`config.mk`:
```
export PLATFORM = sky130hd
export DESIGN_NAME = instr_issuer_flat
export DESIGN_NICKNAME = d
export VERILOG_FILES = /design/src/rtl/instr_issuer_if.sv /design/src/rtl/instr_issuer.sv /design/src/flat_wrapper.sv
export SDC_FILE = /design/constraint.sdc
export NUM_CORES = 1
export LEC_CHECK = 0
export ABC_AREA = 1
export CORE_AREA = 2 2 130 132
export CTS_CLUSTER_DIAMETER = 60
export DETAILED_ROUTE_END_ITERATION = 10
export DIE_AREA = 0 0 132 134
export HOLD_SLACK_MARGIN = 0.12
export MAX_ROUTING_LAYER = met4
export PLACE_DENSITY = 0.72
export SYNTH_ARGS = -nofsm -noshare
export SYNTH_HDL_FRONTEND = slang
export SYNTH_SLANG_ARGS = --single-unit
```
`constraint.sdc`:
```
create_clock -name clk -period 4.3 [get_ports clk]
set_clock_uncertainty 0.2 [all_clocks]
set_input_delay 0.43 -clock clk [delete_from_list [all_inputs] [get_ports clk]]
set_output_delay 0.43 -clock clk [all_outputs]
set_load 0.05 [all_outputs]
```
`src/rtl/instr_issuer_if.sv`:
```
// Pin-side program loader / run-control bundle plus the compute-unit issue port
// of instr_issuer. The master drives bytes and control; the slave is the issuer.
interface instr_issuer_if #(
  parameter int DEPTH = 8
);
  localparam int CW = $clog2(DEPTH) + 1;

  logic [7:0]    byte_in;
  logic          byte_valid;
  logic          byte_ready;
  logic          start;
  logic          stop;
  logic          loop;
  logic          clear;
  logic [15:0]   instruction;
  logic          en;
  logic          busy;
  logic          done;
  logic [CW-1:0] prog_count;

  modport master (
    output byte_in, byte_valid, start, stop, loop, clear,
    input  byte_ready, instruction, en, busy, done, prog_count
  );

  modport slave (
    input  byte_in, byte_valid, start, stop, loop, clear,
    output byte_ready, instruction, en, busy, done, prog_count
  );
endinterface

```
`src/rtl/instr_issuer.sv`:
```
// Byte-wide program loader and instruction sequencer: packs byte pairs into 16-bit
// words, then issues them back-to-back to the compute unit on start, optionally looping.
module instr_issuer #(
  parameter int DEPTH = 8
) (
  input  logic          clk,
  input  logic          rst,
  instr_issuer_if.slave bus
);
  localparam int AW = $clog2(DEPTH);
  localparam int CW = AW + 1;

  localparam logic [0:0] ST_IDLE = 1'b0;
  localparam logic [0:0] ST_RUN  = 1'b1;

  logic [0:0]    state;
  logic          half;
  logic [7:0]    high;
  logic [AW-1:0] pc;
  logic [AW-1:0] nxt_pc;
  logic [CW-1:0] prog_count;
  logic [15:0]   mem [DEPTH];

  logic [15:0]   instruction_q;
  logic          en_q;
  logic          busy_q;
  logic          done_q;

  logic idle;
  logic run_ok;
  logic empty_start;
  logic clear_ok;
  logic byte_ready;
  logic byte_acc;
  logic last;

  assign idle        = (state == ST_IDLE);
  assign run_ok      = idle && bus.start && !half && (prog_count != '0);
  assign empty_start = idle && bus.start && !half && (prog_count == '0);
  assign clear_ok    = idle && bus.clear && !run_ok;
  // A byte offered in the cycle a run is launched must stay with the sender.
  assign byte_ready  = !rst && idle && (prog_count < CW'(DEPTH)) && !run_ok;
  assign byte_acc    = bus.byte_valid && byte_ready && !clear_ok;
  assign last        = ({1'b0, pc} == (prog_count - CW'(1)));

  always_comb begin
    // NOTE: every always_comb output gets a default first so no path infers a latch.
    nxt_pc = '0;
    if (state == ST_RUN && !last)
      nxt_pc = pc + AW'(1);
  end

  // NOTE: the program buffer and byte staging register have no reset; they are
  // pure datapath and are only meaningful once prog_count/half say so.
  always_ff @(posedge clk) begin
    if (byte_acc && !half)
      high <= bus.byte_in;
    if (byte_acc && half)
      mem[prog_count[AW-1:0]] <= {high, bus.byte_in};
  end

  // NOTE: sequential state uses non-blocking assignments so every register
  // samples pre-edge values regardless of statement order.
  always_ff @(posedge clk or posedge rst) begin
    if (rst) begin
      state         <= ST_IDLE;
      half          <= 1'b0;
      pc            <= '0;
      prog_count    <= '0;
      instruction_q <= '0;
      en_q          <= 1'b0;
      busy_q        <= 1'b0;
      done_q        <= 1'b0;
    end else begin
      done_q <= 1'b0;
      case (state)
        ST_IDLE: begin
          if (clear_ok) begin
            prog_count <= '0;
            half       <= 1'b0;
          end else if (byte_acc) begin
            half <= !half;
            if (half)
              prog_count <= prog_count + CW'(1);
          end
          if (run_ok) begin
            state         <= ST_RUN;
            pc            <= nxt_pc;
            instruction_q <= mem[nxt_pc];
            en_q          <= 1'b1;
            busy_q        <= 1'b1;
          end else if (empty_start) begin
            done_q <= 1'b1;
          end
        end
        ST_RUN: begin
          // stop outranks both the wrap and the last-entry exit.
          if (bus.stop || (last && !bus.loop)) begin
            state         <= ST_IDLE;
            pc            <= '0;
            instruction_q <= '0;
            en_q          <= 1'b0;
            busy_q        <= 1'b0;
            done_q        <= 1'b1;
          end else begin
            pc            <= nxt_pc;
            instruction_q <= mem[nxt_pc];
          end
        end
        default: state <= ST_IDLE;
      endcase
    end
  end

  assign bus.byte_ready  = byte_ready;
  assign bus.instruction = instruction_q;
  assign bus.en          = en_q;
  assign bus.busy        = busy_q;
  assign bus.done        = done_q;
  assign bus.prog_count  = prog_count;
endmodule
```
`src/flat_wrapper.sv`:
```
// flat-port wrapper written by rule: the top's interface ports become plain ports
module instr_issuer_flat 
#(
  parameter int DEPTH = 8
)
  (clk, rst, bus_byte_in, bus_byte_valid, bus_start, bus_stop, bus_loop, bus_clear, bus_byte_ready, bus_instruction, bus_en, bus_busy, bus_done, bus_prog_count);
  instr_issuer_if #(.DEPTH(DEPTH)) bus_i ();
  input  logic clk;
  input  logic rst;
  input wire logic [$bits(bus_i.byte_in)-1:0] bus_byte_in;
  input wire logic [$bits(bus_i.byte_valid)-1:0] bus_byte_valid;
  input wire logic [$bits(bus_i.start)-1:0] bus_start;
  input wire logic [$bits(bus_i.stop)-1:0] bus_stop;
  input wire logic [$bits(bus_i.loop)-1:0] bus_loop;
  input wire logic [$bits(bus_i.clear)-1:0] bus_clear;
  output wire logic [$bits(bus_i.byte_ready)-1:0] bus_byte_ready;
  output wire logic [$bits(bus_i.instruction)-1:0] bus_instruction;
  output wire logic [$bits(bus_i.en)-1:0] bus_en;
  output wire logic [$bits(bus_i.busy)-1:0] bus_busy;
  output wire logic [$bits(bus_i.done)-1:0] bus_done;
  output wire logic [$bits(bus_i.prog_count)-1:0] bus_prog_count;
  assign bus_i.byte_in = bus_byte_in;
  assign bus_i.byte_valid = bus_byte_valid;
  assign bus_i.start = bus_start;
  assign bus_i.stop = bus_stop;
  assign bus_i.loop = bus_loop;
  assign bus_i.clear = bus_clear;
  assign bus_byte_ready = bus_i.byte_ready;
  assign bus_instruction = bus_i.instruction;
  assign bus_en = bus_i.en;
  assign bus_busy = bus_i.busy;
  assign bus_done = bus_i.done;
  assign bus_prog_count = bus_i.prog_count;
  instr_issuer #(.DEPTH(DEPTH)) u_core (.clk(clk), .rst(rst), .bus(bus_i));
endmodule
```
# Yosys cells after proc, flatten, opt, wreduce, memory -nomap -nowiden
# Memories as Yosys holds them, arrays and structs flattened.
# Index checks and enable logic that the tools add are counted.
# totals
regBits,35
latchBits,0
ramBits,128
mem_bits_ro,0
inputBits,15
out_inout_bits,24
mem_count,1
# mem_list
name,words,width,read_ports,rd_ports_with_merged_regs,write_ports,line,source
u_core.mem,8,16,1,0,1,instr_issuer.sv:22,logic [15:0] mem [DEPTH];
# op_classes
addsub,3
n_mul,0
div_mod_pow,0
n_lt_le_gt_ge,1
eq_ne,3
shift,0
n_mux,24
bitwise,1
n_reduce_logical,29
# op_table
cell,n
$mux W16,2
$pmux W16 S2,1
$logic_and A1 B1 Y1,15
$mux W4,3
$mux W1,11
$mux W3,3
$logic_not A1 Y1,6
$pmux W1 S2,3
$pmux W3 S2,1
$add A4 B1 Y4 const B,1
$eq A3 B4 Y1,1
$logic_not A4 Y1,1
$lt A4 B4 Y1 const B,1
$ne A2 B2 Y1 const B,2
$reduce_and A2 Y1,2
$reduce_bool A2 Y1,2
$reduce_bool A4 Y1,1
$sub A4 B1 Y4 const B,1
$add A3 B1 Y3 const B,1
$reduce_and A3 Y1,1
$logic_or A1 B1 Y1,1
$not A1 Y1,1

# Depth between registers and ports, before layout
# logic_depth
ltp_word,11
mapped_depth,17

# Worst setup path after synthesis
# No wires, ideal clock.
# synth_path
path_type,reg-to-reg
from,register u_core.prog_count[0] (netlist: u_core.bus.prog_count[0])
to,"memory u_core.mem[3][0], enable pin"
setup_time_ps,409
t_arrival_ps,3084
required_time_ps,3691
path_slack_ps,607
stages_incl_launch_ff,12
n_path_buf,0
period_less_slack_ps,3693
path_cell_list,dfrtp_1 > inv_1 > ha_1 > nand3_1 > nand2_2 > nand2_2 > inv_2 > nand2_1 > inv_1 > nor2_2 > nand2_2 > nor3_1
# synth_via
elab_chain_cells,9
word_cells_on_any_way,13
# synth_rtl
element,line,source
"start, declared",instr_issuer.sv:21,logic [CW-1:0] prog_count;
"start signal, assigned",instr_issuer.sv:84,prog_count <= prog_count + CW'(1);
"parallel branches: the longest is 9 deep, another holds $lt A4 B4 Y1",--,
"end, declared",instr_issuer.sv:22,
# Parallel ways; which one is timed is not known.

# Worst setup path in the final report
# layout_path
from,register u_core.prog_count[1] (netlist: u_core.bus.prog_count[1])
to,register u_core.instruction_q[6] (netlist: u_core.bus.instruction[6])
# layout_via
elab_chain_cells,8
word_cells_on_any_way,14
# layout_rtl
element,line,source
$sub A4 B1 Y4,instr_issuer.sv:44,"assign last = ({1'b0, pc} == (prog_count - CW'(1)));"
$eq A3 B4 Y1,instr_issuer.sv:44,
$logic_not A1 Y1,instr_issuer.sv:49,if (state == ST_RUN && !last)
$logic_and A1 B1 Y1,instr_issuer.sv:49,
$mux W3,instr_issuer.sv:49,
$mem_v2 Z8 W16,--,
"$mux W16, on equally long branches","instr_issuer.sv:98, instr_issuer.sv:86",
$pmux W16 S2,instr_issuer.sv:76,case (state)
"end signal, assigned",instr_issuer.sv:89,instruction_q <= mem[nxt_pc];
"end signal, assigned",instr_issuer.sv:107,instruction_q <= mem[nxt_pc];
"end, declared",instr_issuer.sv:24,logic [15:0] instruction_q;
# Several ways; a longest one is shown, not always the timed one. The select of a mux whose other input is x is not followed.
# A chain may end at the register's enable or synchronous reset.

==> flow_metrics.tcl <==
set metrics [dict create \
    endpoint_kind "register" \
    syn2layout_area_growth_pct 15.9 \
    cts.path.max_buffers 2 \
    vias 4864 \
    synth_edf_count 136 \
    relSlewSlack_pct 35.8 \
    netlist_area_um2 7190 \
    grt_pass1_wl_mm 24.8 \
    layout.nets 752 \
    ys_seq_elements 163 \
    min_period_ps 3280 \
    antenna_found_initial 0 \
    syn_area_per_cell_um2 10.4 \
    power_density_nw_per_um2 517 \
    multiInputGateArea_um2 1800 \
    synth.most_common_cell "nand2_1" \
    cap_violations 0 \
    die_h_um 134 \
    drtAntennaViolNets 0 \
    synth_common_cells "199 x nand2_1, 136 x edfxtp_1, 110 x inv_1, 70 x nand3_1, 39 x nor2_1" \
    total_power_mw 4.31 \
    drc 0 \
    rsz0062_at_grt "false" \
    clock_latency_ps 430 \
    routedWlPerCell_um 16.2 \
    finalHoldViolCount 0 \
    cellLeakagePower_nw 3.67 \
    r2r-start "u_core.bus.prog_count[1]$_DFFE_PP0P_" \
    nFillCells 1423 \
    synth_top_area_share_pct 56.8 \
    die_area_um2 17700 \
    max_freq_ghz 0.305 \
    cts_hold_buf 0 \
    crit_slowest_cell "dfrtp_1" \
    num_io_pins 39 \
    netlist_top_cells_area "edfxtp_1 57%, nand2_1 10%, dfrtp_1 9.4%" \
    worst_slew_pin_slew_ps 964 \
    crit_cells 14 \
    postSynthCellCount 693 \
    portBuffers 38 \
    r2r_cells 14 \
    drive_above_1_share_pct 9.12 \
    yosys.area.top_type "edfxtp_1" \
    ff2ff_setup_slack_ps 1020 \
    start_util_pct 44.2 \
    crit_path_max_incr_delay_ps 470 \
    htreeDepth 4 \
    hold_class "input port to asynchronous set/reset pin" \
    irDropWorstVdd_uv 305 \
    drt_iter0_markers 436 \
    startpoint_type "register" \
    post_cts.repair.setup_buffers 0 \
    reg2reg_to "u_core.bus.instruction[6]$_DFFE_PP0P_" \
    cts_sinks 163 \
    ys_seq_area_share_pct 66.2 \
    seqCellArea_um2 4760 \
    cts-buffers-inserted 17 \
    die_w_um 132 \
    row_count 47 \
    ys_warn_count 0 \
    drv_slew 0 \
    critPathMaxFanout 37 \
    critical_path_class "register to register" \
    cts-root-buf "clkbuf_16" \
    cts_tree "yes" \
    place.gp.congestion 0.800 \
    async_reset_ff_share_pct 16.6 \
    status "finished clean" \
    routed_via_density 5.04 \
    cts_resized 0 \
    syn-num-nets 712 \
    synth.distinct_cells 30 \
    fin_setup_tns_ps 0 \
    grt-ovfl-total 0 \
    clk_pin_slew_worst_paths_ps 60 \
    crit_top_cell "nand2_1" \
    synth-main-ff-cell "edfxtp_1" \
    critPathBufInv 3 \
    grt_pass1_vias 4553 \
    grt_max_degree 65 \
    crit_path_end "u_core.bus.instruction[6]$_DFFE_PP0P_" \
    crit_arrival_ps 3400 \
    hpwl_mm 8.87 \
    path_cells "inv_1 -> ha_1 -> xnor2_1 -> nor2_2 -> nand3_4 -> nand3_4 -> buf_4 -> nand2_1 -> inv_1 -> nand2_1 -> nand2_1 -> nand2_1 -> nand3_1 -> nand2_1" \
    required_ps 4420 \
    startpoint "u_core.bus.prog_count[1]$_DFFE_PP0P_" \
    finalWirelength_mm 15.6 \
    core-area_um2 16300 \
    period_share_pct 76.3 \
    cp_top_family "simple AND/OR/NAND/NOR gates" \
    drt_first_pass_iters 5 \
    diodes 0 \
    setup_viol 0 \
    grt_use_total_pct 19.2 \
]
metal layers:
| layer | wire (um) | part of all wire [%] | GRT usage, % | vias up |
|---|---|---|---|---|
| met5 | 0 | 0 | - | - |
| met4 | 325 | 2.1 | 7.13 | 0 |
| met3 | 1010 | 6.4 | 4.12 | 22 |
| met2 | 7690 | 49 | 30.7 | 182 |
| met1 | 6610 | 42 | 24.2 | 2315 |
| li1 | - | - | - | 2345 |
cells in the final DEF, fill, tap and decap left out, drive strengths merged:
master         count
edfxtp           136
nand2            204
o22ai              4
nor3               7
or2                1
inv              115
clkdlybuf4s50     38
nand4             33
dfrtp             27
nand3             74
ha                 4
buf               15
bufinv             3
a21oi              1
clkbuf            19
o21ai              8
clkinv            11
nor2              42
nor4               1
xor2               1
xnor2              2
worst min path at each step:
stage                                            from                                endpoint  slack (ps)  cells after the start
3_5_place_dp   u_core.bus.instruction[13]$_DFFE_PP0P_  u_core.bus.instruction[13]$_DFFE_PP0P_         270                      2
6_report                                          rst   u_core.bus.instruction[9]$_DFFE_PP0P_         280                      3
2_1_floorplan                                     rst               u_core.bus.done$_DFF_PP0_         280                      1
4_1_cts                                           rst               u_core.bus.done$_DFF_PP0_         270                      3
3_3_place_gp   u_core.bus.instruction[13]$_DFFE_PP0P_  u_core.bus.instruction[13]$_DFFE_PP0P_         260                      2
5_1_grt                                           rst                u_core.pc[1]$_DFFE_PP0P_         300                      3
worst reg2reg max path, delay by kind of cell, from the launching register on:
kind	cells	cell delay, ps
adders and majority gates	1	330
xor gates and xnor gates	1	140
buffers and inverters	3	620
and+or+nand+nor	9	1410
DFF	1	470
flip-flops by register name, indices dropped and copies added, names as in the netlist:
| signal | count |
|---|---|
| u_core.high | 8 |
| u_core.pc | 3 |
| u_core.bus.done | 1 |
| u_core.bus.en | 1 |
| u_core.bus.instruction | 16 |
| u_core.bus.prog_count | 4 |
| u_core.state | 1 |
| u_core.half | 1 |
| u_core.mem | 128 |
logic make-up after synthesis:
kind of cell	count (synthesis)	synth area share (%)
DFF	163	66.2
xor gates and xnor gates	3	0.365
buffers and inverters	148	9.13
and+or+nand+nor	362	22.5
adders and majority gates	4	0.696
AOI/OAI and AO/OA	13	1.18
stage by stage:
stage / cell area (um^2) / std cells / utilization, % / hold slack, ps / worst slack, ps
2_1_floorplan: 7190 / 693 / - / 283 / 607
3_3_place_gp: 7760 / 934 / 47.7 / 264 / 1080
3_5_place_dp: 7760 / 934 / 47.7 / 273 / 1020
4_1_cts: 8340 / 966 / 51.2 / 272 / 988
5_1_grt: 8340 / 966 / 51.2 / 299 / 645
6_report: 8340 / 966 / 51.2 / 275 / 1020
layout make-up:
type	count	area share [%]
Clock buffer	19	5.19
Multi-Input combinational cell	382	21.6
Sequential cell	163	57.1
Clock inverter	13	1.70
Inverter	116	5.25
Timing Repair Buffer	53	5.91
Tap cell	220	3.30
where the power goes:
| part | total (mW) | internal [mW] | switching, mW |
|---|---|---|---|
| logic | 0.957 | 0.286 | 0.671 |
| registers | 1.88 | 1.81 | 0.0718 |
| clock network | 1.48 | 0.900 | 0.575 |
Note: power is estimated with default switching activity, not from simulation.
